$ cat src/rtl/mem_access_pkg.sv
// mem_access_pkg: shared definitions for the load/store unit.
//   SZ_*              request size encodings carried on req_size
//   state_t           FSM state type of mem_access_unit
//   req_is_bad()      flags an illegal size or an access that is not
//                     naturally aligned (such requests bypass memory)
package mem_access_pkg;

  localparam logic [1:0] SZ_BYTE = 2'b00;
  localparam logic [1:0] SZ_HALF = 2'b01;
  localparam logic [1:0] SZ_WORD = 2'b10;
  localparam logic [1:0] SZ_ILL  = 2'b11;

  typedef enum logic [1:0] {
    IDLE   = 2'b00,
    ACCESS = 2'b01,
    WRITE  = 2'b10,
    RESP   = 2'b11
  } state_t;

  // True when the request must be answered with an error instead of a memory access.
  function automatic logic req_is_bad(input logic [1:0] size, input logic [1:0] lane);
    logic bad;
    case (size)
      SZ_BYTE: bad = 1'b0;
      SZ_HALF: bad = lane[0];
      SZ_WORD: bad = (lane != 2'b00);
      default: bad = 1'b1;
    endcase
    return bad;
  endfunction

endpackage

$ cat src/rtl/mem_lane_align.sv
// mem_lane_align: combinational little-endian lane handling.
//   i_word       word read from memory
//   i_size       request size (SZ_BYTE/SZ_HALF/SZ_WORD)
//   i_signed     sign-extend the extracted load value
//   i_lane       low two address bits (byte lane; bit 1 selects the half)
//   i_wdata      right-aligned store data
//   o_load_data  extracted and extended load value
//   o_merged     i_word with the store data written into the addressed lane
module mem_lane_align
  import mem_access_pkg::*;
(
  input  logic [31:0] i_word,
  input  logic [1:0]  i_size,
  input  logic        i_signed,
  input  logic [1:0]  i_lane,
  input  logic [31:0] i_wdata,
  output logic [31:0] o_load_data,
  output logic [31:0] o_merged
);

  logic [7:0]  w_byte;
  logic [15:0] w_half;

  assign w_byte = i_word[{i_lane, 3'b000} +: 8];
  assign w_half = i_lane[1] ? i_word[31:16] : i_word[15:0];

  // Load path: pick the addressed lane and extend it to 32 bits.
  always_comb begin
    o_load_data = 32'h0000_0000;
    case (i_size)
      SZ_BYTE: o_load_data = {{24{i_signed & w_byte[7]}}, w_byte};
      SZ_HALF: o_load_data = {{16{i_signed & w_half[15]}}, w_half};
      SZ_WORD: o_load_data = i_word;
      default: o_load_data = 32'h0000_0000;
    endcase
  end

  // Store path: overwrite only the addressed lane, keep the other bytes.
  always_comb begin
    o_merged = i_word;
    case (i_size)
      SZ_BYTE: o_merged[{i_lane, 3'b000} +: 8] = i_wdata[7:0];
      SZ_HALF: begin
        if (i_lane[1]) begin
          o_merged[31:16] = i_wdata[15:0];
        end else begin
          o_merged[15:0] = i_wdata[15:0];
        end
      end
      SZ_WORD: o_merged = i_wdata;
      default: o_merged = i_word;
    endcase
  end

endmodule

$ cat src/rtl/mem_access_unit.sv
// mem_access_unit: byte/half/word load-store unit in front of a 32-word memory
// with combinational read data. Stores are read-modify-write.
//   CLK, RST               clock, synchronous active-high reset
//   req_*                  request from execute stage (accepted when req_ready)
//   resp_valid/rdata/err   one-cycle completion with extended load data
//   mem_read/write/addr/wdata, mem_rdata   word-memory port
// Flow: IDLE -> ACCESS -> RESP (load), IDLE -> ACCESS -> WRITE -> RESP (store),
//       IDLE -> RESP (misaligned or illegal size).
module mem_access_unit
  import mem_access_pkg::*;
#(
  parameter int ADDR_W = 7
) (
  input  logic              CLK,
  input  logic              RST,
  input  logic              req_valid,
  output logic              req_ready,
  input  logic              req_we,
  input  logic [1:0]        req_size,
  input  logic              req_signed,
  input  logic [ADDR_W-1:0] req_addr,
  input  logic [31:0]       req_wdata,
  output logic              resp_valid,
  output logic [31:0]       resp_rdata,
  output logic              resp_err,
  output logic              mem_read,
  output logic              mem_write,
  output logic [4:0]        mem_addr,
  output logic [31:0]       mem_wdata,
  input  logic [31:0]       mem_rdata
);

  state_t              r_state;
  state_t              w_next_state;
  logic                r_we;
  logic [1:0]          r_size;
  logic                r_signed;
  logic [ADDR_W-1:0]   r_addr;
  logic [31:0]         r_wdata;
  logic                r_resp_valid;
  logic                r_resp_err;
  logic [31:0]         r_resp_rdata;
  logic [31:0]         r_mem_wdata;
  logic                w_accept;
  logic                w_bad;
  logic                w_req_ready;
  logic                w_mem_read;
  logic                w_mem_write;
  logic [31:0]         w_load_data;
  logic [31:0]         w_merged;

  assign w_accept = req_valid & (r_state == IDLE);
  assign w_bad    = req_is_bad(req_size, req_addr[1:0]);

  mem_lane_align u_align (
    .i_word      (mem_rdata),
    .i_size      (r_size),
    .i_signed    (r_signed),
    .i_lane      (r_addr[1:0]),
    .i_wdata     (r_wdata),
    .o_load_data (w_load_data),
    .o_merged    (w_merged)
  );

  // FSM state register.
  always_ff @(posedge CLK) begin
    if (RST) begin
      r_state <= IDLE;
    end else begin
      r_state <= w_next_state;
    end
  end

  // Next-state and memory/handshake strobes; strobes are gated by RST so a
  // reset landing in WRITE never commits the store.
  always_comb begin
    w_next_state = r_state;
    w_req_ready  = 1'b0;
    w_mem_read   = 1'b0;
    w_mem_write  = 1'b0;
    case (r_state)
      IDLE: begin
        w_req_ready = 1'b1;
        if (w_accept) begin
          w_next_state = w_bad ? RESP : ACCESS;
        end else begin
          w_next_state = IDLE;
        end
      end
      ACCESS: begin
        w_mem_read   = 1'b1;
        w_next_state = r_we ? WRITE : RESP;
      end
      WRITE: begin
        w_mem_write  = 1'b1;
        w_next_state = RESP;
      end
      RESP:    w_next_state = IDLE;
      default: w_next_state = IDLE;
    endcase
    if (RST) begin
      w_req_ready = 1'b0;
      w_mem_read  = 1'b0;
      w_mem_write = 1'b0;
    end else begin
      w_req_ready = w_req_ready;
    end
  end

  // Request latch, read-modify-write buffer and response registers.
  always_ff @(posedge CLK) begin
    if (RST) begin
      r_we         <= 1'b0;
      r_size       <= 2'b00;
      r_signed     <= 1'b0;
      r_addr       <= {ADDR_W{1'b0}};
      r_wdata      <= 32'h0000_0000;
      r_resp_valid <= 1'b0;
      r_resp_err   <= 1'b0;
      r_resp_rdata <= 32'h0000_0000;
      r_mem_wdata  <= 32'h0000_0000;
    end else begin
      r_resp_valid <= (w_next_state == RESP);
      case (r_state)
        IDLE: begin
          if (w_accept) begin
            r_we         <= req_we;
            r_size       <= req_size;
            r_signed     <= req_signed;
            r_addr       <= req_addr;
            r_wdata      <= req_wdata;
            r_resp_err   <= w_bad;
            r_resp_rdata <= 32'h0000_0000;
          end
        end
        ACCESS: begin
          // Both views of the read word are captured; only one is used.
          r_mem_wdata  <= w_merged;
          r_resp_rdata <= r_we ? 32'h0000_0000 : w_load_data;
        end
        RESP: begin
          r_resp_err   <= 1'b0;
          r_resp_rdata <= 32'h0000_0000;
        end
        default: ;
      endcase
    end
  end

  assign req_ready  = w_req_ready;
  assign mem_read   = w_mem_read;
  assign mem_write  = w_mem_write;
  assign mem_addr   = r_addr[6:2];
  assign mem_wdata  = r_mem_wdata;
  assign resp_valid = r_resp_valid;
  assign resp_err   = r_resp_err;
  assign resp_rdata = r_resp_rdata;

endmodule

$ cat config.mk
export PLATFORM = sky130hd
export DESIGN_NAME = mem_access_unit
export DESIGN_NICKNAME = d
export VERILOG_FILES = /design/src/rtl/mem_access_pkg.sv /design/src/rtl/mem_lane_align.sv /design/src/rtl/mem_access_unit.sv
export SDC_FILE = /design/constraint.sdc
export NUM_CORES = 1
export LEC_CHECK = 0
export CAP_MARGIN = 30
export CORE_ASPECT_RATIO = 0.7
export CORE_MARGIN = 4
export CORE_UTILIZATION = 52
export DETAILED_ROUTE_END_ITERATION = 8
export PLACE_DENSITY = 0.81
export SLEW_MARGIN = 15
export SYNTH_ARGS = -nofsm -noshare
export SYNTH_HDL_FRONTEND = slang
export SYNTH_HIERARCHICAL = 1
export SYNTH_SLANG_ARGS = --single-unit
$ cat constraint.sdc
create_clock -name CLK -period 3.7 [get_ports CLK]
set_input_delay 0.74 -clock CLK [delete_from_list [all_inputs] [get_ports CLK]]
set_output_delay 0.74 -clock CLK [all_outputs]
set_load 0.05 [all_outputs]
# Yosys cells after proc, flatten, opt, wreduce, memory -nomap -nowiden
# Index checks and enable logic that the tools add are counted.
# op_classes
eq_ne	9
shifts	3
muxes	22
n_addsub	1
bitwise_logic	3
n_reduce_logical	9
# op_table
operator	n
32-bit case mux with 3 select lines	3
32-bit 2-to-1 mux	2
16-bit 2-to-1 mux	3
32-bit bitwise mux	1
8-bit by 7-bit variable shift with 32-bit output (first input constant)	1
32-bit by 6-bit variable part select with 8-bit output	1
8-bit by 7-bit variable part select with 32-bit output	1
2-bit equality test (second input constant)	5
1-bit 2-to-1 mux	8
2-bit case mux with 4 select lines	1
5-bit negation with 7-bit output	1
2-bit by 1-bit equality test with 1-bit output (second input constant)	3
2-bit zero test	3
2-bit AND reduction	3
2-bit 2-to-1 mux	2
2-bit nonzero test	2
1-bit bitwise AND	3
1-bit case mux with 3 select lines	1
3-bit nonzero test	1
2-bit inequality test (second input constant)	1
1-bit case mux with 2 select lines	1
# word_totals
elab_cells	57
output_inout_bits	74
register_bits	111

# Longest topological paths before layout
# Gate-level depths: netlist of run 1.
# depth
ltp_word	6
depth_mapped	11
depth_no_buf	8

# Cells and area by module
# Netlist of run 1, hierarchy kept.
# by_module_without_submodules
module	cells_per_inst	instances	area_each_um2
mem_access_unit	476	1	4265.3
mem_lane_align	240	1	1726.7

# Least setup slack after synthesis of run 1
# No wires, ideal clock.
# synth_timing
kind	input to output
from	input port RST
to	output port mem_read
path_buffers	2
setup_slack_ns	1.220
arrival_ns	1.740
path_stages	3
path_cell_list	buf_2 > buf_2 > nor2b_1
# synth_via
elab_chain_cells	1
# synth_lines
item	line	source
start, declared	mem_access_unit.sv:15	input logic RST,
1-bit 2-to-1 mux	mem_access_unit.sv:101	if (RST) begin
end, declared	mem_access_unit.sv:26	output logic mem_read,
# Every way passes these cells.

# Final worst setup path of run 1
# layout_timing
from	register r_state[0]
to	output port req_ready
# layout_via
elab_chain_cells	3
# layout_lines
item	line	source
start, declared	mem_access_unit.sv:33	state_t r_state;
start signal, assigned	mem_access_unit.sv:70	r_state <= w_next_state;
2-bit zero test	mem_access_unit.sv:81	case (r_state)
1-bit 2-to-1 mux	mem_access_unit.sv:81	
1-bit 2-to-1 mux	mem_access_unit.sv:101	
end, declared	mem_access_unit.sv:17	output logic req_ready,
# Every way passes these cells.

==> run metrics, run 1 <==
Pre-antenna DRT Iters 6; internal power 0.00240 W; Synth Cell Area 5990 um^2; Clock Skew 0.00914 ns; gr usage total 29.7%; core area 11100 um^2; CP Launch Type flip-flop; worst-margin pin slew 0.953 ns; first-pass GRT wire length 31300 um; antenna violations before repair 0; hold slack 0.463 ns; FP Rows 32; Reg clk slew, reported paths 0.08 ns; Psw 0.00150 W; Wirelength per Cell 20.7 um; #FFs+latches synth 111; H-Tree Depth 3; # port buffers 151; Data required, critical path 2.96 ns; Die Area 13300 um^2; crit path kind reg2out; CP Data Arrival Time 2.15 ns; Post-synth EDFFs 0; Synth Instances 716; Vias 6031; Cell variety after synth 63; CTS tree yes; sequential share of power 36.8%; fmax 346 MHz; Post-synth top flop dfxtp_1; Worst R2R Start r_size[0]; final setup vio count 0; HP Class reg2reg; TritonCTS Sinks 111; Die Height 97.8 um; worst reg2reg path depth 6; Avg Cell Area, Syn 8.37 um^2; Met3 Wirelength 2030 um; Clock Tree Buf Depth 2; CTS Root Cell clkbuf_16; Worst VDD drop 0.483 mV; Post-Route WL 20300 um; RR Endpoint mem_wdata[30]; max_cap viols 0; Ant. Diodes 0; hold_buf cts 0; ANT nets after route 0; most common cell after layout, fill and taps aside clkdlybuf4s50_1; Combinational Power Share 36.5%; power per cell area 505 nW/um^2; RePlAce Congestion 0.905; total CTS buffers 9; sequential area share after synthesis 37.1%; Yosys top cell area share 37.1%; Yosys warning count 6; Starting Density 53.8%; most frequent cells in the layout clkdlybuf4s50_1 (150), nand2_1 (139), dfxtp_1 (111); Max Slew Vio Count 0; outcome finished, final reports clean; layout cell share with drive strength beyond 1 6.17%; FFs w/ async S/R, synth 0%; Tmin final 2.89 ns; Final Hold Viols 0; M1 WL 9050 um; Clock power frac 26.7%; headroom to the max-slew limit 36.4%; Crit. End Element primary output; R2R Setup Slk 1.03 ns; largest net degree at the start of global routing 65; Chip Width 136 um; post-DP HPWL 15100 um; Pleak 2.83 nW; Yosys top cell by area dfxtp_1; vias in the first global route 5657; unrepaired setup endpoints after global routing no; fill cell count 901; Initial DRC Count 714; I/O pin count 152; hold_sp r_addr[3]; final setup TNS 0 ns; wire length on met2 8820 um; Hold Path Depth 2; Post-Syn Nets 805; worst hold endpoint r_addr[3]; top cells by area, synth dfxtp_1 (37%), nand2_1 (8.7%), mux2i_1 (7.4%), a21oi_1 (6.8%), nand4b_1 (4.7%); post-CTS sizing 0; crit share post-route 78.2%; clock latency on the worst-skew pair 0.36 ns; Setup Fix Bufs, Post-CTS 0; grt ovf 0; layout overhead on the synthesized area 28.7%; via-per-instance ratio 6.16; Switching Share 38.4%; nets 910; DR top layer met4; drt drc 0; CP max FO 6
power by group through the flow:
stage               combinational, W  clock [W]  sequential, W
finish                       0.00142    0.00104        0.00143
global route                 0.00151    0.00110        0.00145
CTS                          0.00140    0.00105        0.00143
detailed placement           0.00139          0        0.00145
global placement             0.00137          0        0.00145
floorplan                   0.000856          0        0.00159
synthesized netlist by cell type (2+ instances only):
master / n
a211o_1: 3
a21oi_1: 81
a221o_1: 21
a222oi_1: 8
a22o_1: 8
a22oi_1: 11
a32oi_1: 2
and2_1: 3
and3_1: 5
buf_1: 3
buf_2: 23
buf_4: 9
buf_6: 10
clkbuf_1: 23
dfxtp_1: 111
ha_1: 11
inv_1: 7
mux2_2: 10
mux2_4: 3
mux2i_1: 44
nand2_1: 139
nand2b_1: 4
nand3_1: 4
nand4b_1: 32
nor2_1: 40
nor2b_1: 17
nor3_1: 2
nor3b_1: 3
o21ai_0: 36
o21ai_1: 8
o22ai_1: 2
o32ai_1: 2
kinds of logic after synthesis:
kind of cell             synth area share [%]
AND/OR/NAND/NOR                          21.4
AO/OA/AOI/OAI                            21.9
flip-flops                               37.1
buffers and inverters                    7.14
multiplexers                             10.2
adder cells (fa/ha/maj)                  2.30
area by class of cell:
cell class,count,area [um^2],share of cell area [%]
multi-input combinational,528,3340,43.4
sequential,111,2220,28.8
timing repair buffer,163,1600,20.7
clock buffer,9,225,2.92
tap,153,191,2.48
clock inverter,7,97.6,1.27
inverter,8,30.0,0.389
stage by stage:
stage | power (W) | utilization, % | cell area (um^2) | setup WS [ns] | cells
global route | 0.00406 | 69.3 | 7710 | 0.741 | 979
detailed placement | 0.00284 | 66.4 | 7390 | 0.988 | 963
finish | 0.00389 | 69.3 | 7710 | 0.807 | 979
floorplan | 0.00245 | - | 5990 | 1.22 | 716
global placement | 0.00281 | 66.4 | 7390 | 1.01 | 963
CTS | 0.00388 | 69.3 | 7710 | 0.797 | 979
critical path, stage by stage (launching register included):
cell and delay (ns):
dfxtp_1 0.37, inv_1 0.17, ha_1 0.27, nor2b_1 0.17
clkdlybuf4s50_1 0.82
metal layers:
metal / vias to the layer above / GRT usage [%]
li1: 2772 / -
met1: 2878 / 43.8
met2: 341 / 44.4
met3: 40 / 5.97
met4: 0 / 7.75
met5: - / 0
worst max path at each step:
stage	slack [ns]	from	cells after the start	end
detailed placement	0.99	RST	3	mem_read
global route	0.74	r_state[0]	4	req_ready
CTS	0.80	r_state[1]	4	mem_read
finish	0.81	r_state[0]	4	req_ready
global placement	1.01	RST	3	mem_read
floorplan	1.22	RST	3	mem_read
registers in the layout, indices dropped and copies added, names as in the netlist, 2 cells and up:
name        flops
r_addr          7
r_wdata        32
mem_wdata      32
r_state         2
resp_rdata     32
r_size          2
Note: power is estimated with default switching activity, not from simulation.
==> inputs of run 2 (changes only) <==
CORE_UTILIZATION = 45   (was 52)
PLACE_DENSITY = 0.74   (was 0.81)
clock period = 2.4 ns   (was 3.7 ns; I/O delays follow)
==> run 2 against run 1 <==
Compared with the run above:
- die area is 14% higher
- largest cell class unchanged
- global-route usage is 3.7 points lower
- largest power group is now combinational cells
- register-to-register slack worse by 0.88 ns
- critical endpoint is now mem_wdata[29]
- first-iteration DRC count is 3.4% lower
==> run metrics, run 2 (synthesis results as in run 1) <==
Pleak 2.93 nW; Worst R2R Start r_addr[1]; FP Rows 34; vias in the first global route 5676; Placed Area 7570 um^2; RR Endpoint mem_wdata[29]; worst hold endpoint r_wdata[31]; # port buffers 151; power per cell area 765 nW/um^2; R2R Setup Slk 0.15 ns; post-DP HPWL 15500 um; Vias 5993; Reg clk slew, reported paths 0.08 ns; I/O pin count 152; Initial DRC Count 690; headroom to the max-slew limit 56.7%; H-Tree Depth 3; fill cell count 1116; Starting Density 47.1%; crit path kind reg2reg; CP Launch Type flip-flop; Layout Utilization 62.0%; area of the multi-input gates 3340 um^2; CP max stage delay 0.41 ns; drt drc 0; Die Area 15300 um^2; RePlAce Congestion 0.919; total CTS buffers 9; Worst VDD drop 0.401 mV; TritonCTS Sinks 111; clock latency on the worst-skew pair 0.36 ns; hold_buf cts 0; post-CTS sizing 0; final setup vio count 0; Setup Fix Bufs, Post-CTS 0; final setup TNS 0 ns; Pre-antenna DRT Iters 5; layout overhead on the synthesized area 31.7%; most common cell after layout, fill and taps aside clkdlybuf4s50_1; Post-Route WL 20700 um; antenna violations before repair 0; Data required, critical path 2.70 ns; fmax 445 MHz; CP cell instances clkinv_1, ha_1, nor3b_1, and2_0, a222oi_1, o21ai_0, mux2i_1, nor2_1; largest net degree at the start of global routing 65; worst reg2reg path depth 8; HP Class in2reg; Final Hold Viols 0; hold slack 0.406 ns; CTS Root Cell clkbuf_16; Clock Tree Buf Depth 2; crit share post-route 93.6%; total power 0.00603 W; worst-margin pin slew 0.648 ns; Register Area 2220 um^2; Tmin final 2.25 ns; gr usage total 26.1%; Die Height 105 um; CP Data Arrival Time 2.55 ns; Wirelength per Cell 20.6 um; Max Slew Vio Count 0; hold_sp RST; outcome finished, final reports clean; Chip Width 146 um; Final Cell Area 7890 um^2; nets 928; via-per-instance ratio 5.96; Clock Skew 0.00895 ns; most frequent cells in the layout clkdlybuf4s50_1 (147), nand2_1 (139), dfxtp_1 (111); max_cap viols 0; core area 12700 um^2; Slowest cell on crit path ha_1; first-pass GRT wire length 32000 um; layout cell share with drive strength beyond 1 8.53%; CP max FO 6; Crit. End Element flip-flop; CTS tree yes; ANT nets after route 0; Hold Path Depth 2; unrepaired setup endpoints after global routing no; grt ovf 0; Ant. Diodes 0
## run 2: critical path: cells and delay by family (launching register included)
family	cells	cell delay, ns
AO/OA/AOI/OAI	2	0.29
adder cells (fa/ha/maj)	1	0.41
buffers and inverters	1	0.22
flip-flops	1	0.34
multiplexers	1	0.12
AND/OR/NAND/NOR	3	0.81
## run 2: metal layers
metal	part of all wire (%)	vias to the layer above	wire length [um]	track usage [%]
met5	0	-	0	0
met4	1.8	0	383	6.64
met3	8.2	31	1700	4.93
met2	41	293	8560	37.6
met1	49	2859	10100	39.8
li1	-	2810	-	-
## run 2: final cells by class
class                      count  area share, %
clock buffer                   9           2.85
clock inverter                 7           1.03
inverter                       8          0.381
multi-input combinational    528           42.4
sequential                   111           28.2
tap                          162           2.57
timing repair buffer         181           22.6
## run 2: how the worst max path moves through the flow
| stage | startpoint | end | slack [ns] |
|---|---|---|---|
| after floorplan | r_addr[1] | mem_wdata[24] | 0.19 |
| after global placement | mem_rdata[7] | resp_rdata[13] | 0.15 |
| after detailed placement | mem_rdata[31] | resp_rdata[13] | 0.10 |
| after CTS | r_addr[1] | mem_wdata[2] | 0.17 |
| after global routing | r_addr[1] | mem_wdata[29] | 0.002 |
| final | r_addr[1] | mem_wdata[29] | 0.15 |
## run 2: stage by stage
stage,instances,setup slack (ns)
final,1006,0.153
after floorplan,716,0.192
after CTS,1005,0.168
after global routing,1006,0.00172
after global placement,989,0.145
after detailed placement,989,0.102
## run 2: where the power goes
group | internal, W | switching [W]
sequential | 0.00202 | 0.000182
clock | 0.000748 | 0.000794
combinational | 0.000903 | 0.00139
total | 0.00367 | 0.00236
==> inputs of run 3 (changes only) <==
CAP_MARGIN = 20   (was 30)
PLACE_DENSITY = 0.78   (was 0.74)
==> run 3 against run 2 <==
Compared with the run above:
- final cell count about the same
- clock skew about the same
- sequential share of layout area about the same
- register-to-register slack about the same
- combinational power about the same
- routed wire length increased by 1.4%
- cell area about the same
- clock power about the same
- sequential power about the same
==> run metrics, run 3 (synthesis results as in run 1) <==
Wirelength per Cell 20.9 um; most frequent cells in the layout clkdlybuf4s50_1 (147), nand2_1 (139), dfxtp_1 (111); nets 929; Setup crit start r_size[1]; worst-margin pin slew 1.09 ns; Vias 6043; power per cell area 763 nW/um^2; Setup Fix Bufs, Post-CTS 0; drt drc 0; Starting Density 47.1%; TritonCTS Sinks 111; CTS Root Cell clkbuf_16; # port buffers 151; clock latency on the worst-skew pair 0.36 ns; Tmin final 2.26 ns; outcome finished, final reports clean; Buf/Inv on CP 2; vias in the first global route 5616; HP Class in2reg; Max Slew Vio Count 0; RePlAce Congestion 0.964; layout cell share with drive strength beyond 1 8.64%; Crit. End Element flip-flop; headroom to the max-slew limit 27.3%; CP cell instances buf_4, buf_4, a21oi_1, a21boi_1, a22o_1, mux2i_1, nor2_1; hold_sp RST; crit share post-route 94.0%; Crit path max-delay family compound AO/OA/AOI/OAI gates; max_cap viols 0; Worst VDD drop 0.430 mV; CTS tree yes; FP Rows 34; ANT nets after route 0; layout overhead on the synthesized area 31.6%; CP max FO 14; post-placement setup slack 0.0754 ns; gr usage total 26.5%; Slowest cell on crit path dfxtp_1; Post-Route WL 21000 um; Pleak 2.93 nW; H-Tree Depth 3; crit path kind reg2reg; Chip Width 146 um; Die Height 105 um; Data required, critical path 2.69 ns; CP Launch Type flip-flop; Register Area 2220 um^2; Ant. Diodes 0; fill cell count 1068; post-CTS sizing 0; antenna violations before repair 0; most common cell after layout, fill and taps aside clkdlybuf4s50_1; Die Area 15300 um^2; via-per-instance ratio 6.00; post-DP HPWL 15700 um; final setup TNS 0 ns; Pre-antenna DRT Iters 8; grt ovf 0; final setup vio count 0; CP Data Arrival Time 2.54 ns; post-route setup slack 0.144 ns; Reg clk slew, reported paths 0.08 ns; first-pass GRT wire length 32200 um; Initial DRC Count 672; total CTS buffers 9; hold_buf cts 0; unrepaired setup endpoints after global routing no; CP max stage delay 0.66 ns; fmax 443 MHz; cell with the most instances on the worst path buf_4; total power 0.00601 W; Clock Tree Buf Depth 2; core area 12700 um^2; I/O pin count 152; Clock Skew 0.00911 ns; Worst R2R Start r_size[1]; area of the multi-input gates 3340 um^2; Final Hold Viols 0; largest net degree at the start of global routing 65
## run 3: cell count changes in the layout (fill, tap and decap cells not counted), sizes merged
cell,delta
clkinvlp,+1
clkbuf,+1
buf,+1
clkinv,-2
## run 3: final timing paths
path | endpoint | slack (ns) | cells after the start
setup / recovery | mem_wdata[5] | 0.14 | 7
hold / removal | r_addr[3] | 0.35 | 2
setup reg to reg | mem_wdata[5] | 0.14 | 7
hold reg to reg | r_wdata[24] | 0.46 | 2
## run 3: cell type report
type / count / area share, %
Timing Repair Buffer: 182 / 22.6
Multi-Input combinational cell: 528 / 42.4
Inverter: 8 / 0.381
Clock inverter: 6 / 0.778
Tap cell: 162 / 2.57
Sequential cell: 111 / 28.2
Clock buffer: 10 / 3.03
## run 3: metal layers
layer  global-route usage [%]  vias up  wire length [um]
met5                        0        -                 0
met4                     5.42        0               218
met3                     5.97       22              2080
met2                     40.1      336              9270
met1                     38.9     2882              9470
li1                         -     2803                 -
## run 3: power breakdown
group	total [W]	switching, W	internal [W]
Combinational	0.00229	0.00139	0.000896
Sequential	0.00220	0.000184	0.00202
Clock	0.00152	0.000760	0.000762
Total	0.00601	0.00233	0.00368
## run 3: metrics by stage
stage / util [%] / area (um^2) / std cells / hold slack [ns]
finish: 62.0 / 7880 / 1007 / 0.353
global route: 62.0 / 7880 / 1007 / 0.354
CTS: 62.0 / 7880 / 1007 / 0.347
detailed placement: 59.6 / 7580 / 991 / 0.451
global placement: 59.6 / 7580 / 991 / 0.443
floorplan: - / 5990 / 716 / 0.432
